`src/rtl/uart_rx_pkg.sv`:
```
// Shared definitions for the UART receive controller: FSM encoding,
// frame-length constants used by the abort timer, and the layout of
// a result FIFO entry.
package uart_rx_pkg;

    // Frame sequencing states
    typedef enum logic [1:0] {
        ST_IDLE   = 2'd0,
        ST_ACTIVE = 2'd1,
        ST_DONE   = 2'd2
    } rx_state_e;

    // Start + 8 data + stop bits, an optional parity bit, and one guard
    // bit of slack so a slow frame is not cut off right at its stop bit.
    localparam int FRAME_BASE_BITS  = 10;
    localparam int FRAME_PAR_BITS   = 1;
    localparam int FRAME_GUARD_BITS = 1;

    // Error flags sit directly above the data field in each FIFO entry
    localparam int ENT_PAR_OFS   = 0;
    localparam int ENT_STP_OFS   = 1;
    localparam int ENT_FLAG_BITS = 2;

    function automatic int entry_width(input int data_w);
        return data_w + ENT_FLAG_BITS;
    endfunction

endpackage

```
`src/rtl/uart_rx_res_fifo.sv`:
```
// Synchronous first-word-fall-through FIFO holding received bytes and
// their error flags. A write on a full FIFO is accepted only when a
// read frees a slot in the same cycle.
module uart_rx_res_fifo #(
    parameter int WIDTH = 10,
    parameter int DEPTH = 4
) (
    input  logic                     clk,
    input  logic                     rst_n,
    input  logic                     wr_en,
    input  logic [WIDTH-1:0]         wr_data,
    input  logic                     rd_en,
    output logic [WIDTH-1:0]         rd_data,
    output logic                     full,
    output logic                     empty,
    output logic [$clog2(DEPTH):0]   count
);

    localparam int ADDR_W = $clog2(DEPTH);
    localparam int CNT_W  = ADDR_W + 1;

    logic [WIDTH-1:0]  mem [DEPTH];
    logic [ADDR_W-1:0] wr_ptr;
    logic [ADDR_W-1:0] rd_ptr;
    logic              rd_ok;
    logic              wr_ok;

    assign empty   = (count == '0);
    assign full    = (count == CNT_W'(DEPTH));
    assign rd_ok   = rd_en && !empty;
    assign wr_ok   = wr_en && (!full || rd_ok);
    assign rd_data = mem[rd_ptr];

    // Storage is cleared on reset so the head reads as zero while empty
    always_ff @(posedge clk or negedge rst_n) begin
        if (!rst_n) begin
            for (int i = 0; i < DEPTH; i++) begin
                mem[i] <= '0;
            end
        end else if (wr_ok) begin
            mem[wr_ptr] <= wr_data;
        end
    end

    // Pointers wrap naturally at the power-of-two depth; count tracks occupancy
    always_ff @(posedge clk or negedge rst_n) begin
        if (!rst_n) begin
            wr_ptr <= '0;
            rd_ptr <= '0;
            count  <= '0;
        end else begin
            if (wr_ok) begin
                wr_ptr <= wr_ptr + ADDR_W'(1);
            end
            if (rd_ok) begin
                rd_ptr <= rd_ptr + ADDR_W'(1);
            end
            case ({wr_ok, rd_ok})
                2'b10:   count <= count + CNT_W'(1);
                2'b01:   count <= count - CNT_W'(1);
                default: count <= count;
            endcase
        end
    end

endmodule

```
`src/rtl/uart_rx_ctrl.sv`:
```
// UART receive controller: owns the receiver configuration (changed only
// between frames), tracks frame activity with an abort timer, buffers
// received bytes in a result FIFO and keeps saturating error statistics.
module uart_rx_ctrl
    import uart_rx_pkg::*;
#(
    parameter int DATA_W       = 8,
    parameter int PRESCALE_W   = 6,
    parameter int FIFO_DEPTH   = 4,
    parameter int TO_W         = 10,
    parameter int RST_PRESCALE = 8,
    parameter int CNT_W        = 8
) (
    input  logic                          CLK,
    input  logic                          RST,
    input  logic                          rx_in,
    input  logic [PRESCALE_W-1:0]         cfg_prescale,
    input  logic                          cfg_par_en,
    input  logic                          cfg_par_typ,
    input  logic                          cfg_wr,
    output logic                          cfg_pending,
    output logic [PRESCALE_W-1:0]         rx_prescale,
    output logic                          rx_par_en,
    output logic                          rx_par_typ,
    input  logic                          rx_data_valid,
    input  logic                          rx_par_err,
    input  logic                          rx_stp_err,
    input  logic [DATA_W-1:0]             rx_p_data,
    output logic                          frame_active,
    output logic                          m_valid,
    input  logic                          m_ready,
    output logic [DATA_W-1:0]             m_data,
    output logic                          m_par_err,
    output logic                          m_stp_err,
    output logic [$clog2(FIFO_DEPTH):0]   fifo_count,
    output logic                          overflow,
    input  logic                          ovf_clr,
    output logic [CNT_W-1:0]              err_cnt,
    output logic [CNT_W-1:0]              to_cnt,
    input  logic                          cnt_clr
);

    localparam int ENT_W = entry_width(DATA_W);

    rx_state_e             state_q;
    rx_state_e             state_d;
    logic [TO_W-1:0]       timer_q;
    logic [TO_W-1:0]       prescale_ext;
    logic [TO_W-1:0]       frame_bits;
    logic [TO_W-1:0]       limit;
    logic [PRESCALE_W-1:0] shd_prescale;
    logic                  shd_par_en;
    logic                  shd_par_typ;
    logic                  cfg_wr_ok;
    logic                  end_strobe;
    logic                  push;
    logic                  timeout_hit;
    logic                  apply_cfg;
    logic                  pop;
    logic                  drop;
    logic                  err_inc;
    logic                  fifo_full;
    logic                  fifo_empty;
    logic [ENT_W-1:0]      entry_in;
    logic [ENT_W-1:0]      entry_out;

    assign end_strobe = rx_data_valid || rx_par_err || rx_stp_err;
    assign cfg_wr_ok  = cfg_wr && (cfg_prescale != '0);

    // Abort limit is one frame length in sample ticks, minus one since the timer starts at zero
    assign prescale_ext = TO_W'(rx_prescale);
    assign frame_bits   = rx_par_en ? TO_W'(FRAME_BASE_BITS + FRAME_PAR_BITS + FRAME_GUARD_BITS)
                                    : TO_W'(FRAME_BASE_BITS + FRAME_GUARD_BITS);
    assign limit        = (prescale_ext * frame_bits) - TO_W'(1);

    // Frame sequencing state register
    always_ff @(posedge CLK or negedge RST) begin
        if (!RST) begin
            state_q <= ST_IDLE;
        end else begin
            state_q <= state_d;
        end
    end

    // Next state: a low line starts a frame, DONE holds until the line idles high
    always_comb begin
        state_d = state_q;
        case (state_q)
            ST_IDLE: begin
                if (!rx_in) begin
                    state_d = ST_ACTIVE;
                end
            end
            ST_ACTIVE: begin
                if (end_strobe || (timer_q == limit)) begin
                    state_d = ST_DONE;
                end
            end
            ST_DONE: begin
                if (rx_in) begin
                    state_d = ST_IDLE;
                end
            end
            default: state_d = ST_IDLE;
        endcase
    end

    // Per-state actions: config apply only on a quiet IDLE cycle, push or timeout while ACTIVE
    always_comb begin
        frame_active = 1'b0;
        push         = 1'b0;
        timeout_hit  = 1'b0;
        apply_cfg    = 1'b0;
        case (state_q)
            ST_IDLE: begin
                apply_cfg = rx_in && cfg_pending;
            end
            ST_ACTIVE: begin
                frame_active = 1'b1;
                push         = end_strobe;
                timeout_hit  = !end_strobe && (timer_q == limit);
            end
            default: ;
        endcase
    end

    // Abort timer runs only while a frame is in progress and restarts from zero each frame
    always_ff @(posedge CLK or negedge RST) begin
        if (!RST) begin
            timer_q <= '0;
        end else if (state_q == ST_ACTIVE) begin
            timer_q <= timer_q + TO_W'(1);
        end else begin
            timer_q <= '0;
        end
    end

    // Shadow capture and between-frame apply; a write in the apply cycle stays pending
    always_ff @(posedge CLK or negedge RST) begin
        if (!RST) begin
            shd_prescale <= PRESCALE_W'(RST_PRESCALE);
            shd_par_en   <= 1'b0;
            shd_par_typ  <= 1'b0;
            rx_prescale  <= PRESCALE_W'(RST_PRESCALE);
            rx_par_en    <= 1'b0;
            rx_par_typ   <= 1'b0;
            cfg_pending  <= 1'b0;
        end else begin
            if (cfg_wr_ok) begin
                shd_prescale <= cfg_prescale;
                shd_par_en   <= cfg_par_en;
                shd_par_typ  <= cfg_par_typ;
            end
            if (apply_cfg) begin
                rx_prescale <= shd_prescale;
                rx_par_en   <= shd_par_en;
                rx_par_typ  <= shd_par_typ;
            end
            if (cfg_wr_ok) begin
                cfg_pending <= 1'b1;
            end else if (apply_cfg) begin
                cfg_pending <= 1'b0;
            end
        end
    end

    // Pack the entry with the error flags above the data byte
    always_comb begin
        entry_in                         = '0;
        entry_in[DATA_W-1:0]             = rx_p_data;
        entry_in[DATA_W + ENT_PAR_OFS]   = rx_par_err;
        entry_in[DATA_W + ENT_STP_OFS]   = rx_stp_err;
    end

    assign pop     = m_valid && m_ready;
    assign drop    = push && fifo_full && !pop;
    assign err_inc = push && (rx_par_err || rx_stp_err);

    uart_rx_res_fifo #(
        .WIDTH (ENT_W),
        .DEPTH (FIFO_DEPTH)
    ) u_res_fifo (
        .clk     (CLK),
        .rst_n   (RST),
        .wr_en   (push),
        .wr_data (entry_in),
        .rd_en   (m_ready),
        .rd_data (entry_out),
        .full    (fifo_full),
        .empty   (fifo_empty),
        .count   (fifo_count)
    );

    assign m_valid   = !fifo_empty;
    assign m_data    = entry_out[DATA_W-1:0];
    assign m_par_err = entry_out[DATA_W + ENT_PAR_OFS];
    assign m_stp_err = entry_out[DATA_W + ENT_STP_OFS];

    // Sticky overflow: a lost frame wins over a clear in the same cycle
    always_ff @(posedge CLK or negedge RST) begin
        if (!RST) begin
            overflow <= 1'b0;
        end else if (drop) begin
            overflow <= 1'b1;
        end else if (ovf_clr) begin
            overflow <= 1'b0;
        end
    end

    // Saturating statistics; clear beats increment
    always_ff @(posedge CLK or negedge RST) begin
        if (!RST) begin
            err_cnt <= '0;
            to_cnt  <= '0;
        end else if (cnt_clr) begin
            err_cnt <= '0;
            to_cnt  <= '0;
        end else begin
            if (err_inc && (err_cnt != '1)) begin
                err_cnt <= err_cnt + CNT_W'(1);
            end
            if (timeout_hit && (to_cnt != '1)) begin
                to_cnt <= to_cnt + CNT_W'(1);
            end
        end
    end

endmodule

```
`config.mk`:
```
export PLATFORM = sky130hd
export DESIGN_NAME = uart_rx_ctrl
export DESIGN_NICKNAME = d
export VERILOG_FILES = /design/src/rtl/uart_rx_pkg.sv /design/src/rtl/uart_rx_res_fifo.sv /design/src/rtl/uart_rx_ctrl.sv
export SDC_FILE = /design/constraint.sdc
export NUM_CORES = 1
export LEC_CHECK = 0
export CORE_ASPECT_RATIO = 0.6
export CORE_MARGIN = 4
export CORE_UTILIZATION = 59
export CTS_CLUSTER_SIZE = 40
export DETAILED_ROUTE_END_ITERATION = 8
export PLACE_DENSITY = 0.85
export SLEW_MARGIN = 20
export SYNTH_ARGS = -nofsm -noshare
export SYNTH_HDL_FRONTEND = slang
export SYNTH_SLANG_ARGS = --single-unit
```
`constraint.sdc`:
```
create_clock -name CLK -period 14.05 [get_ports CLK]
set_input_delay 1.405 -clock CLK [delete_from_list [all_inputs] [get_ports CLK]]
set_output_delay 1.405 -clock CLK [all_outputs]
set_load 0.005 [all_outputs]
```
==> metrics.txt, run 1 <==
sequential share of the synthesized area approximately 45%; Worst Hold Class flop to flop; Hold Path Depth 2; unrepaired setup endpoints after global routing false; clock tree buffer depth 2; Min-Delay Startpoint shd_prescale[0]$_DFFE_PN0P_; antenna cells 0; CP startpoint kind flop; First-pass DRT Iterations 5; largest net degree at the start of global routing 58; total power 1.819 mW; clk_lat worst skew ~340 ps; Hold Path Sink rx_prescale[0]$_DFFE_PN0P_; routed wire length 11580 um; library cells used by synthesis 53; post_cts resized 0; Peak Freq about 0.21 GHz; maximum VDD drop between 0.0002 and 0.00025 V; worst r2r path cells 13; initial antenna violation count 0; Post-Syn Area just over 0.005 mm^2; H-Tree Depth 3; setup tns final 0 ps; yosys warns 0; leading area contributor after synthesis dfrtp_1; Die Wd around 130 um; remaining global-route overflow 0; routed length per instance 17.98 um; share of Yosys cell area claimed by the top area cell type approximately 44%; P_int between 1 and 1.5 mW; Critical R2R Launch rx_par_en$_DFFE_PN0P_; status completed; Leak between 2 and 3 nW; Combinational Power Share a little over three fifths; worst hold slack approximately 480 ps; cts bufs inserted 9; post-route worst setup slack 9285 ps; Site Rows 26; Pwr Density approximately 290 mW/mm^2; syn nets approximately 520; Core Util, Final around three quarters; GPL Wtd Cong between 0.9 and 1; design area roughly 0.0062 mm^2; FF+latch count, synth between 90 and 100; clock-pin slew on the worst setup and hold paths ~70 ps; first-pass GRT wire length approximately 19000 um; die area roughly 0.010 mm^2; reg-to-reg slack, setup between 9000 and 10000 ps; starting density of the core between 60% and 70%; Nets approximately 590; fin crit share between 30% and 40%; CTS root buf clkbuf_16; gr usage total 24.09%; fraction of registers with async set/reset 100.0%; die height between 80 and 90 um; Clock power frac 13.3%; Crit Path Max Fanout 18; Layout Cells excl Fill 644; vias in the first global route between 3k and 4k; DP Cell Count 628; CP Class flop to flop; clock period minus final worst setup slack around 4800 ps; # Max-Cap Violations 0; synthesized area per cell ~11 um^2; Clock Skew roughly 11 ps; switching power of the nets roughly 0.76 mW; EDFF count, synth 0; Filler cells around 570; PortBufs 66; HPWL reported at the end of detailed placement roughly 8300 um; Slew @ Worst Pin ~950 ps; Iter 0 DRT Violations 330; headroom to the max-slew limit 36.22%; reg2reg end to_cnt[4]$_DFFE_PN0P_; cells after synthesis around 460; main area contributors after synthesis dfrtp_1, mux2_2, ha_1, mux4_2, fa_1; Final Setup Violations 0; IO Pins 67; Worst Path Required 14300 ps; worst slack at placement 9331 ps; Core Area between 0.008 and 0.009 mm^2; Sw Ratio between 40% and 50%; Post-synth top cells dfrtp_1, nand2_1, mux2_2; DRC 0; area grow syn2layout 20.74%; via/cell ratio just under 6; Top FF cell, synth dfrtp_1; Critical Path Sink Type flop; cell with the most instances after synthesis dfrtp_1; final hold violation count 0; dpl cell area between 0.005 and 0.006 mm^2; Flop pwr share 24.2%; max-slew violations 0; share of cells above drive strength 1 about 17%; post-CTS setup buffers 0; worst endpoint data arrival time 5020 ps; DR vias 3772; DRT antenna net count 0; clk sinks just over 90; cts-stage hold buffer count 0; CTS tree done
## power by group through the flow
stage / registers [mW] / logic (mW) / clock network, mW
final: 0.440 / 1.14 / 0.242
after detailed placement: 0.438 / 1.11 / 0
after CTS: 0.439 / 1.12 / 0.247
after floorplan: 0.404 / 0.851 / 0
after global routing: 0.454 / 1.25 / 0.258
after global placement: 0.431 / 1.08 / 0
## worst max-delay path: stages, from the launching register on
cell	delay, ps
dfrtp_1	650
nand2_1	100
ha_1	300
inv_1	50
fa_1	490
fa_1	490
ha_1	390
a21o_1	270
or4_4	430
o22ai_2	110
xnor2_1	100
or4_4	640
or4_1	500
a21oi_1	160
## cell usage in the layout, fill, tap and decap left out, drive strengths merged, types with 3 or more instances in the layout
cell type,netlist,routed
nand4b,4,4
xnor2,17,17
o41ai,4,4
clkdlybuf4s50,0,65
a21oi,13,13
a211oi,3,3
o211a,3,3
or3,6,6
o21ai,14,14
mux2,45,45
clkinv,0,5
nor2,29,29
inv,33,33
fa,9,9
nor3,4,4
buf,1,4
nand2b,4,4
nor2b,3,3
nand3,14,14
ha,25,25
o21a,4,4
and3,7,7
or4,6,6
nand4,4,4
nand2,47,47
o31ai,3,3
xor2,17,17
or4b,3,3
clkbuf,8,10
mux4,10,10
dfrtp,91,91
## cells by family (layout without fill, tap and decap cells)
group                    count (synthesis)  in the layout  synth area share (%)
XOR/XNOR                                34             34                 5.781
AND/OR/NAND/NOR                        135            135                 13.02
buffers and inverters                   43            118                 3.449
flip-flops                              93             93                 45.23
adder cells (fa/ha/maj)                 34             34                 9.570
multiplexers                            57             57                 14.60
AO/OA/AOI/OAI                           61             61                 8.356
## flip-flops by register name, summed over array words and instances, names as in the netlist, 2 cells and up
signal	flops
rx_prescale	6
u_res_fifo.count	3
u_res_fifo.rd_ptr	2
state_q	2
u_res_fifo.wr_ptr	2
u_res_fifo.mem	40
shd_prescale	6
err_cnt	8
timer_q	10
to_cnt	8
## area by class of cell
type / count / area [um^2] / area share (%)
Inverter: 33 / 123.9 / 1.992
Timing Repair Buffer: 69 / 680.7 / 10.94
Tap cell: 112 / 140.1 / 2.253
Sequential cell: 93 / 2330 / 37.46
Multi-Input combinational cell: 321 / 2644 / 42.51
Clock inverter: 6 / 62.56 / 1.006
Clock buffer: 10 / 239.0 / 3.842
## metal layers
layer / share of wire (%) / vias up / GRT usage [%] / routed length, um
met5: 0 / - / 0 / 0
met1: 47 / 1883 / 35.03 / 5495
met3: 6.4 / 11 / 5.781 / 738
li1: - / 1757 / - / -
met2: 45 / 121 / 36.76 / 5231
met4: 0.98 / 0 / 5.765 / 114
## worst max-delay path by stage
stage	start	end	slack, ps	cells past startpoint
after floorplan	rx_par_en$_DFFE_PN0P_	state_q[0]$_DFFE_PN0P_	9520	15
after global placement	rx_par_en$_DFFE_PN0P_	to_cnt[6]$_DFFE_PN0P_	9470	13
after detailed placement	rx_par_en$_DFFE_PN0P_	to_cnt[4]$_DFFE_PN0P_	9330	13
after CTS	rx_par_en$_DFFE_PN0P_	to_cnt[4]$_DFFE_PN0P_	9300	13
after global routing	rx_par_en$_DFFE_PN0P_	to_cnt[4]$_DFFE_PN0P_	9040	13
final	rx_par_en$_DFFE_PN0P_	to_cnt[4]$_DFFE_PN0P_	9290	13
No activity file was read; power rests on OpenSTA's default activity.
==> run 2, diff against run 1 <==
--- a/config.mk
+++ b/config.mk
@@ -7,10 +7,10 @@
 export LEC_CHECK = 0
 export CORE_ASPECT_RATIO = 0.6
 export CORE_MARGIN = 4
-export CORE_UTILIZATION = 59
+export CORE_UTILIZATION = 50
 export CTS_CLUSTER_SIZE = 40
 export DETAILED_ROUTE_END_ITERATION = 8
-export PLACE_DENSITY = 0.85
+export PLACE_DENSITY = 0.77
 export SLEW_MARGIN = 20
 export SYNTH_ARGS = -nofsm -noshare
 export SYNTH_HDL_FRONTEND = slang
==> constraint.sdc (replaced) <==
create_clock -name CLK -period 4 [get_ports CLK]
set_input_delay 0.4 -clock CLK [delete_from_list [all_inputs] [get_ports CLK]]
set_output_delay 0.4 -clock CLK [all_outputs]
set_load 0.005 [all_outputs]
==> metrics.txt, run 2 (synthesis gave the netlist of run 1 again) <==
vias in the first global route ~4k; most common cell after layout, fill and taps aside dfrtp_1; P_int approximately 4.4 mW; Iter 0 DRT Violations roughly 310; unrepaired setup endpoints after global routing true; final hold violation count 0; DRT antenna net count 0; clock tree buffer depth 2; GPL Wtd Cong 0.9167; setup tns final -1366 ps; Slew @ Worst Pin between 700 and 800 ps; Crit Path Max Fanout 9; Metal-1 WL between 5000 and 6000 um; cts-stage hold buffer count 0; CP max stage delay 560 ps; routed length per instance between 15 and 20 um; routed wire length approximately 12000 um; share of cells above drive strength 1 24.96%; initial antenna violation count 0; CTS root buf clkbuf_16; met3 WL about 600 um; PortBufs between 60 and 70; Die Wd ~140 um; maximum VDD drop ~0.00086 V; Worst Path Required 4260 ps; status finished, violations left; HPWL reported at the end of detailed placement about 9000 um; clock period minus final worst setup slack about 4200 ps; switching power of the nets ~3.0 mW; CTS tree done; via/cell ratio about 5.5; CP startpoint kind flop; clk sinks 93; gr usage total 21.00%; First-pass DRT Iterations 5; antenna cells 0; headroom to the max-slew limit about half; Top Layer Used met4; Crit path max-delay family simple AND/OR/NAND/NOR gates; clock-pin slew on the worst setup and hold paths 70 ps; worst hold slack 116.3 ps; most frequent cells in the layout dfrtp_1, clkdlybuf4s50_1, nand2_1, mux2_2, buf_4; Top Registers u_res_fifo.mem x40, timer_q x10; Clock power frac between 10% and 20%; Flop pwr share 20.5%; Clock Skew about 5.1 ps; starting density of the core slightly above 50%; Final Setup Violations 10; die area around 0.012 mm^2; remaining global-route overflow 0; failing checks setup timing; die height ~87 um; IO Pins 67; DP Cell Count between 600 and 700; largest net degree at the start of global routing between 60 and 70; post-route worst setup slack -237.8 ps; H-Tree Depth 3; DRC 0; Critical Path Sink Type flop; critical path's slowest cell dfstp_2; worst endpoint data arrival time between 4000 and 5000 ps; Largest Register u_res_fifo.mem; clk_lat worst skew about 340 ps; Leak 2.939 nW; worst slack at placement -218.4 ps; # Max-Cap Violations 0; Core Area around 0.01 mm^2; worst path buffer plus inverter count 1; Filler cells approximately 780; Layout Cells excl Fill approximately 700; DR WL met2 5424 um; Cell Chain, Critical Path nand2_4, ha_4, inv_2, fa_1, fa_1, ha_4, a21o_1, or4_4, o22ai_2, xnor2_1, or4_4, or4_1, a21oi_2; Nets about 620; area grow syn2layout 28.30%; max FFs per register 40; Pwr Density around 1100 mW/mm^2; first-pass GRT wire length ~20000 um; DR vias about 3.9k; Combinational Power Share 68.5%; Peak Freq around 0.24 GHz; CP Class flop to flop; fin crit share 105.9%; Worst Hold Class input port to async pin; Sw Ratio about two fifths; cts bufs inserted 9; max-slew violations 0; Site Rows 28
==> run 2: cell types whose count changed in the layout (fill, tap and decap cells not counted), moves of 3 or more <==
| cell | change |
|---|---|
| buf_4 | +37 |
| o41ai_2 | +3 |
| ha_1 | -3 |
| o41ai_1 | -4 |
==> run 2: final timing paths <==
kind,start,to,slack (ps),cells after the start
max,rx_prescale[3]$_DFFE_PN1P_,to_cnt[6]$_DFFE_PN0P_,-240,13
min,RST,rx_prescale[2]$_DFFE_PN0P_,120,1
max reg2reg,rx_prescale[3]$_DFFE_PN1P_,to_cnt[6]$_DFFE_PN0P_,-240,13
min reg2reg,shd_prescale[5]$_DFFE_PN0P_,shd_prescale[5]$_DFFE_PN0P_,470,2
max in group asynchronous,RST,to_cnt[1]$_DFFE_PN0P_,2940,2
min in group CLK,shd_prescale[5]$_DFFE_PN0P_,shd_prescale[5]$_DFFE_PN0P_,470,2
==> run 2: cell type report <==
| class | count | area (um^2) | share of cell area [%] |
|---|---|---|---|
| inverter | 33 | 123.9 | 1.874 |
| clock buffer | 11 | 242.7 | 3.673 |
| timing repair buffer | 106 | 958.4 | 14.50 |
| clock inverter | 5 | 35.03 | 0.5301 |
| sequential | 93 | 2331 | 35.27 |
| multi-input combinational | 321 | 2749 | 41.59 |
| tap | 135 | 168.9 | 2.556 |
==> run 2: power groups by stage <==
stage | Sequential (mW) | Combinational (mW) | Clock, mW
after floorplan | 1.42 | 3.11 | 0
after global placement | 1.50 | 4.73 | 0
after detailed placement | 1.53 | 4.89 | 0
after CTS | 1.51 | 4.93 | 0.820
after global routing | 1.56 | 5.55 | 0.864
final | 1.51 | 5.05 | 0.807
==> run 2: through the flow <==
stage	total power, mW	util (%)	instance area, um^2
4_1_cts	7.266	65.97	6564
5_1_grt	7.974	66.42	6609
6_report	7.366	66.42	6609
3_5_place_dp	6.414	63.18	6286
2_1_floorplan	4.537	-	5223
3_3_place_gp	6.226	63.18	6286
==> run 2: what timing repair did <==
item | CTS | global route
buffers inserted | 0 | 0
endpoints found under the setup margin | 10 | 10
resized for setup | 0 | 10
pin swaps | 0 | 0
==> run 2: layer usage <==
metal,up-vias,GRT usage [%]
met1,1940,31.11
li1,1828,-
met4,0,5.417
met2,106,31.75
met3,15,4.520
met5,-,0
==> patch 1, RTL diff (config.mk and constraints of run 1) <==
The 3 states of `rx_state_e` get a one-hot encoding in 3 bits.
--- a/src/rtl/uart_rx_pkg.sv
+++ b/src/rtl/uart_rx_pkg.sv
@@ -6,6 +6,6 @@
     // Frame sequencing states
-    typedef enum logic [1:0] {
-        ST_IDLE   = 2'd0,
-        ST_ACTIVE = 2'd1,
-        ST_DONE   = 2'd2
+    typedef enum logic [2:0] {
+        ST_IDLE   = 3'b001,
+        ST_ACTIVE = 3'b010,
+        ST_DONE   = 3'b100
     } rx_state_e;
Formal check against the unedited RTL: no difference found for any inputs over 4 cycles, from zero or initial values and one cycle with RST low; so few cycles prove little.
==> patch 1 against run 1 <==
Sequential power fell by 1%; total power is 6.7% lower; setup slack got worse by 0.028 ns; design area fell by 1.5%; wire length up 0.46%; via count shrank 2.7%; sequential cell count increased by 1; largest cell class unchanged; combinational power decreased by 9%; non-clock buffer count is 1 lower; core utilization is 2.0 points higher; synthesized area decreased by 0.95%; die area is 0.87% lower; sequential share of layout area grew 1.0 points; highest routed layer unchanged.
==> patch 1: results (changes against run 1) <==
| Metric | Value |
|---|---|
| Number of global-route vias before repair | `3899 (+1.4%)` |
| Final WL | `11.6 mm (+0.46%)` |
| Nets | `568 (-3.2%)` |
| Internal power | `0.992 mW (-6.0%)` |
| Synth area leaders | `dfrtp_1 (45%), mux2_2 (11%), ha_1 (6.1%)` |
| Top post-synthesis cells by count | `dfrtp_1 (91), mux2_2 (50), nand2_1 (41)` |
| Relative slew slack | `45.7% (+9.5 points)` |
| ANT cells | `0 (unchanged)` |
| Clock Skew | `0.00557 ns (-0.00592 ns)` |
| Outcome | `finished clean` |
| First-pass GRT wire length | `19.7 mm (+1.9%)` |
| YS warnings | `0 (unchanged)` |
| Largest net degree at the start of global routing | `67 (+16%)` |
| HPWL after DPL | `8.45 mm (+1.8%)` |
| Area after DPL | `0.00585 mm^2 (-1.2%)` |
| Share of cells above drive strength 1 | `16.8% (+0.035 points)` |
| Dpl ws | `9.30 ns (-0.0312 ns)` |
| Peak supply drop | `0.000176 V (-15%)` |
| Total track usage | `24.8% (+0.74 points)` |
| Drt initial violations | `289 (-12%)` |
| Drt pass-1 iters | `5 (unchanged)` |
| Leakage power | `2.79 nW (+0.98%)` |
| Crit path DAT | `5.06 ns (+0.04 ns)` |
| Fill count | `539 (-5.3%)` |
| Post-synth cell types | `47 (-11%)` |
| Worst skew pair latency | `0.34 ns (about the same)` |
| GP Congestion | `0.872 (-7.5%)` |
| Routed vias/inst | `5.91 (+0.90%)` |
[patch 1: changes by cell type after synthesis, moves of 4 or more]
cell	delta
buf_2	+4
inv_1	-4
mux2_2	+5
nand2_1	-6
nand4b_1	-4
nor2_1	-7
o21ai_0	-6
o31ai_1	+5
o41ai_1	-4
or4_1	+4
[patch 1: per-layer routing]
layer  GRT usage, %  wire length [um]  up-vias  share of wire, %
met2           39.8              5480      100                47
met1           33.4              5320     1871                46
met5              0                 0        -                 0
met4           6.89               163        0               1.4
li1               -                 -     1679                 -
met3           6.95               670       20               5.8
[patch 1: area by class of cell]
| type | count | area (um^2) | share of cell area, % |
|---|---|---|---|
| flip-flops and latches | 94 | 2360 | 38.5 |
| well taps | 108 | 135 | 2.21 |
| repair buffers | 68 | 673 | 11.0 |
| clock inverters | 3 | 20.0 | 0.327 |
| clock buffers | 13 | 250 | 4.09 |
| multi-input cells | 306 | 2580 | 42.1 |
| inverters | 29 | 109 | 1.78 |
[patch 1: through the flow]
stage	total power [mW]	cells
after global placement	1.38	605
after CTS	1.69	621
after detailed placement	1.46	605
after global routing	1.84	621
after floorplan	1.15	444
final	1.70	621
[patch 1: power groups by stage]
stage / logic (mW) / registers, mW / clock network [mW]
after floorplan: 0.753 / 0.393 / 0
after global placement: 0.957 / 0.426 / 0
after detailed placement: 1.02 / 0.437 / 0
after CTS: 1.03 / 0.433 / 0.227
after global routing: 1.16 / 0.447 / 0.238
final: 1.04 / 0.435 / 0.224
[patch 1: worst paths after layout]
path                                  from              end  slack [ns]  cells past startpoint
min reg2reg                shd_prescale[2]  shd_prescale[2]        0.49                      2
min in group asynchronous              RST       timer_q[4]        0.98                      1
max reg2reg                      rx_par_en        to_cnt[4]        9.26                     12
max                              rx_par_en        to_cnt[4]        9.26                     12
max in group asynchronous              RST   rx_prescale[4]       11.93                      2
min                        shd_prescale[2]  shd_prescale[2]        0.49                      2
[patch 1: cell families (layout without fill, tap and decap cells)]
family | after synthesis | in the layout | synth area share [%]
mux | 62 | 62 | 15.8
xor+xnor | 36 | 36 | 6.18
flops | 94 | 94 | 46.2
simple gates | 130 | 130 | 13.2
compound gates | 44 | 44 | 5.59
fa+ha+maj | 34 | 34 | 9.66
buf+inv | 44 | 113 | 3.36
[patch 1: worst max-delay path, stage by stage (launching register included)]
cell and delay (ns):
dfrtp_1 0.63, nand2_1 0.11, ha_1 0.30, inv_1 0.05, fa_1 0.48, fa_1 0.49, ha_1 0.37, xor2_1 0.18
or3_1 0.32, a211o_1 0.31, or4_1 0.72, or4_1 0.58, a21oi_1 0.15
==> patch 2, RTL diff (config.mk and constraints of run 1) <==
Without the edit above. The parameter `PRESCALE_W` goes from 6 to 3.
--- a/src/rtl/uart_rx_ctrl.sv
+++ b/src/rtl/uart_rx_ctrl.sv
@@ -7,3 +7,3 @@
     parameter int DATA_W       = 8,
-    parameter int PRESCALE_W   = 6,
+    parameter int PRESCALE_W   = 3,
     parameter int FIFO_DEPTH   = 4,
Interface: changed (resized cfg_prescale and rx_prescale); port bits go from 67 to 61. The function was not compared with the original's and may differ.
==> patch 2 against run 1 <==
Setup slack improved by 0.95 ns; wire length fell by 15%; clock skew decreased by 0.0056 ns; first-iteration DRC count decreased by 5.2%; sequential cell count is 6 lower; final cell count shrank 17%; synthesized area is 15% lower; synthesized cell count fell by 19%; design area fell by 13%.
Power is not compared: it rests on default switching activity, and its combinational part moved more than twofold at a synthesized area within 25%.
==> patch 2: results (changes against run 1) <==
| Metric | Value |
|---|---|
| Outcome | `finished clean` |
| Met2 wire length | `4.46 mm (-15%)` |
| Cts repair resizes | `0 (unchanged)` |
| Syn Nets | `409 (-21%)` |
| Number of global-route vias before repair | `3223 (-16%)` |
| Drt pass-1 iters | `4 (-1)` |
| Nets | `472 (-20%)` |
| CP max stage delay | `0.67 ns (+0.02 ns)` |
| Critical-path top delay cell | `or4_1` |
| Largest net degree at the start of global routing | `88 (+52%)` |
| Metal-1 WL | `4.62 mm (-16%)` |
| Crit path DAT | `4.06 ns (-0.96 ns)` |
| Post-synth cell types | `40 (-25%)` |
| Average wire per standard cell | `18.4 um (+2.1%)` |
| Relative slew slack | `49.8% (+14 points)` |
| Grt met1 use | `34.6% (-0.42 points)` |
| Synth area leaders | `dfrtp_1 (50%), mux2_2 (12%), mux4_2 (5.1%)` |
| PortBufs | `60 (-9.1%)` |
| GRT met3 Usage | `6.53% (+0.75 points)` |
| Fill count | `423 (-26%)` |
| Clock Skew | `0.00590 ns (-0.00559 ns)` |
| Routed wl met3 | `613 um (-17%)` |
| Post-synthesis sequential area ratio | `49.7% (+4.5 points)` |
| First-pass GRT wire length | `16.6 mm (-14%)` |
| Drt initial violations | `313 (-5.2%)` |
| Met2 Usage GRT | `36.2% (-0.55 points)` |
| Share of cells above drive strength 1 | `16.4% (-0.37 points)` |
| Initial antenna violation count | `0 (unchanged)` |
| HPWL after DPL | `6.77 mm (-18%)` |
| Total track usage | `24.3% (+0.17 points)` |
| Routed vias/inst | `5.82 (-0.63%)` |
| GP Congestion | `0.818 (-13%)` |
| Crit-path max FO | `16 (-2)` |
[patch 2: power breakdown]
group          switching (mW)  internal [mW]  total, mW
sequential             0.0772          0.334      0.411
clock                  0.0922          0.190      0.282
combinational           0.247          0.314      0.561
total                   0.416          0.838       1.25
[patch 2: logic make-up (layout without fill, tap and decap cells)]
logic type | after synthesis | after routing | share of synthesized area (%)
xor+xnor | 31 | 31 | 6.20
simple gates | 105 | 105 | 12.3
compound gates | 42 | 42 | 6.03
flops | 87 | 87 | 49.7
buf+inv | 26 | 92 | 2.43
mux | 59 | 59 | 17.7
fa+ha+maj | 18 | 18 | 5.66
[patch 2: worst paths after layout]
kind	endpoint	slack, ns	cells past startpoint
min in group asynchronous	rx_prescale[1]	1.12	1
min reg2reg	u_res_fifo.mem[18]	0.50	1
max	to_cnt[0]	10.24	12
max in group asynchronous	u_res_fifo.mem[4]	12.43	1
max reg2reg	to_cnt[0]	10.24	12
min	u_res_fifo.mem[18]	0.50	1
[patch 2: final cells by class]
| cell class | count | area, um^2 | area share [%] |
|---|---|---|---|
| clock buffers | 10 | 229 | 4.23 |
| multi-input cells | 255 | 2090 | 38.6 |
| inverters | 17 | 63.8 | 1.18 |
| repair buffers | 61 | 609 | 11.2 |
| well taps | 100 | 125 | 2.31 |
| clock inverters | 4 | 120 | 2.22 |
| flip-flops and latches | 87 | 2180 | 40.2 |
[patch 2: metrics by stage]
stage	std cells	utilization (%)	setup slack [ns]	instance area [um^2]	hold slack, ns
after floorplan	368	-	10.59	4380	0.451
after global placement	520	73.0	10.36	5060	0.477
after detailed placement	520	73.0	10.25	5060	0.489
after CTS	534	78.1	10.28	5410	0.507
after global routing	534	78.1	9.90	5420	0.518
final	534	78.1	10.24	5420	0.504
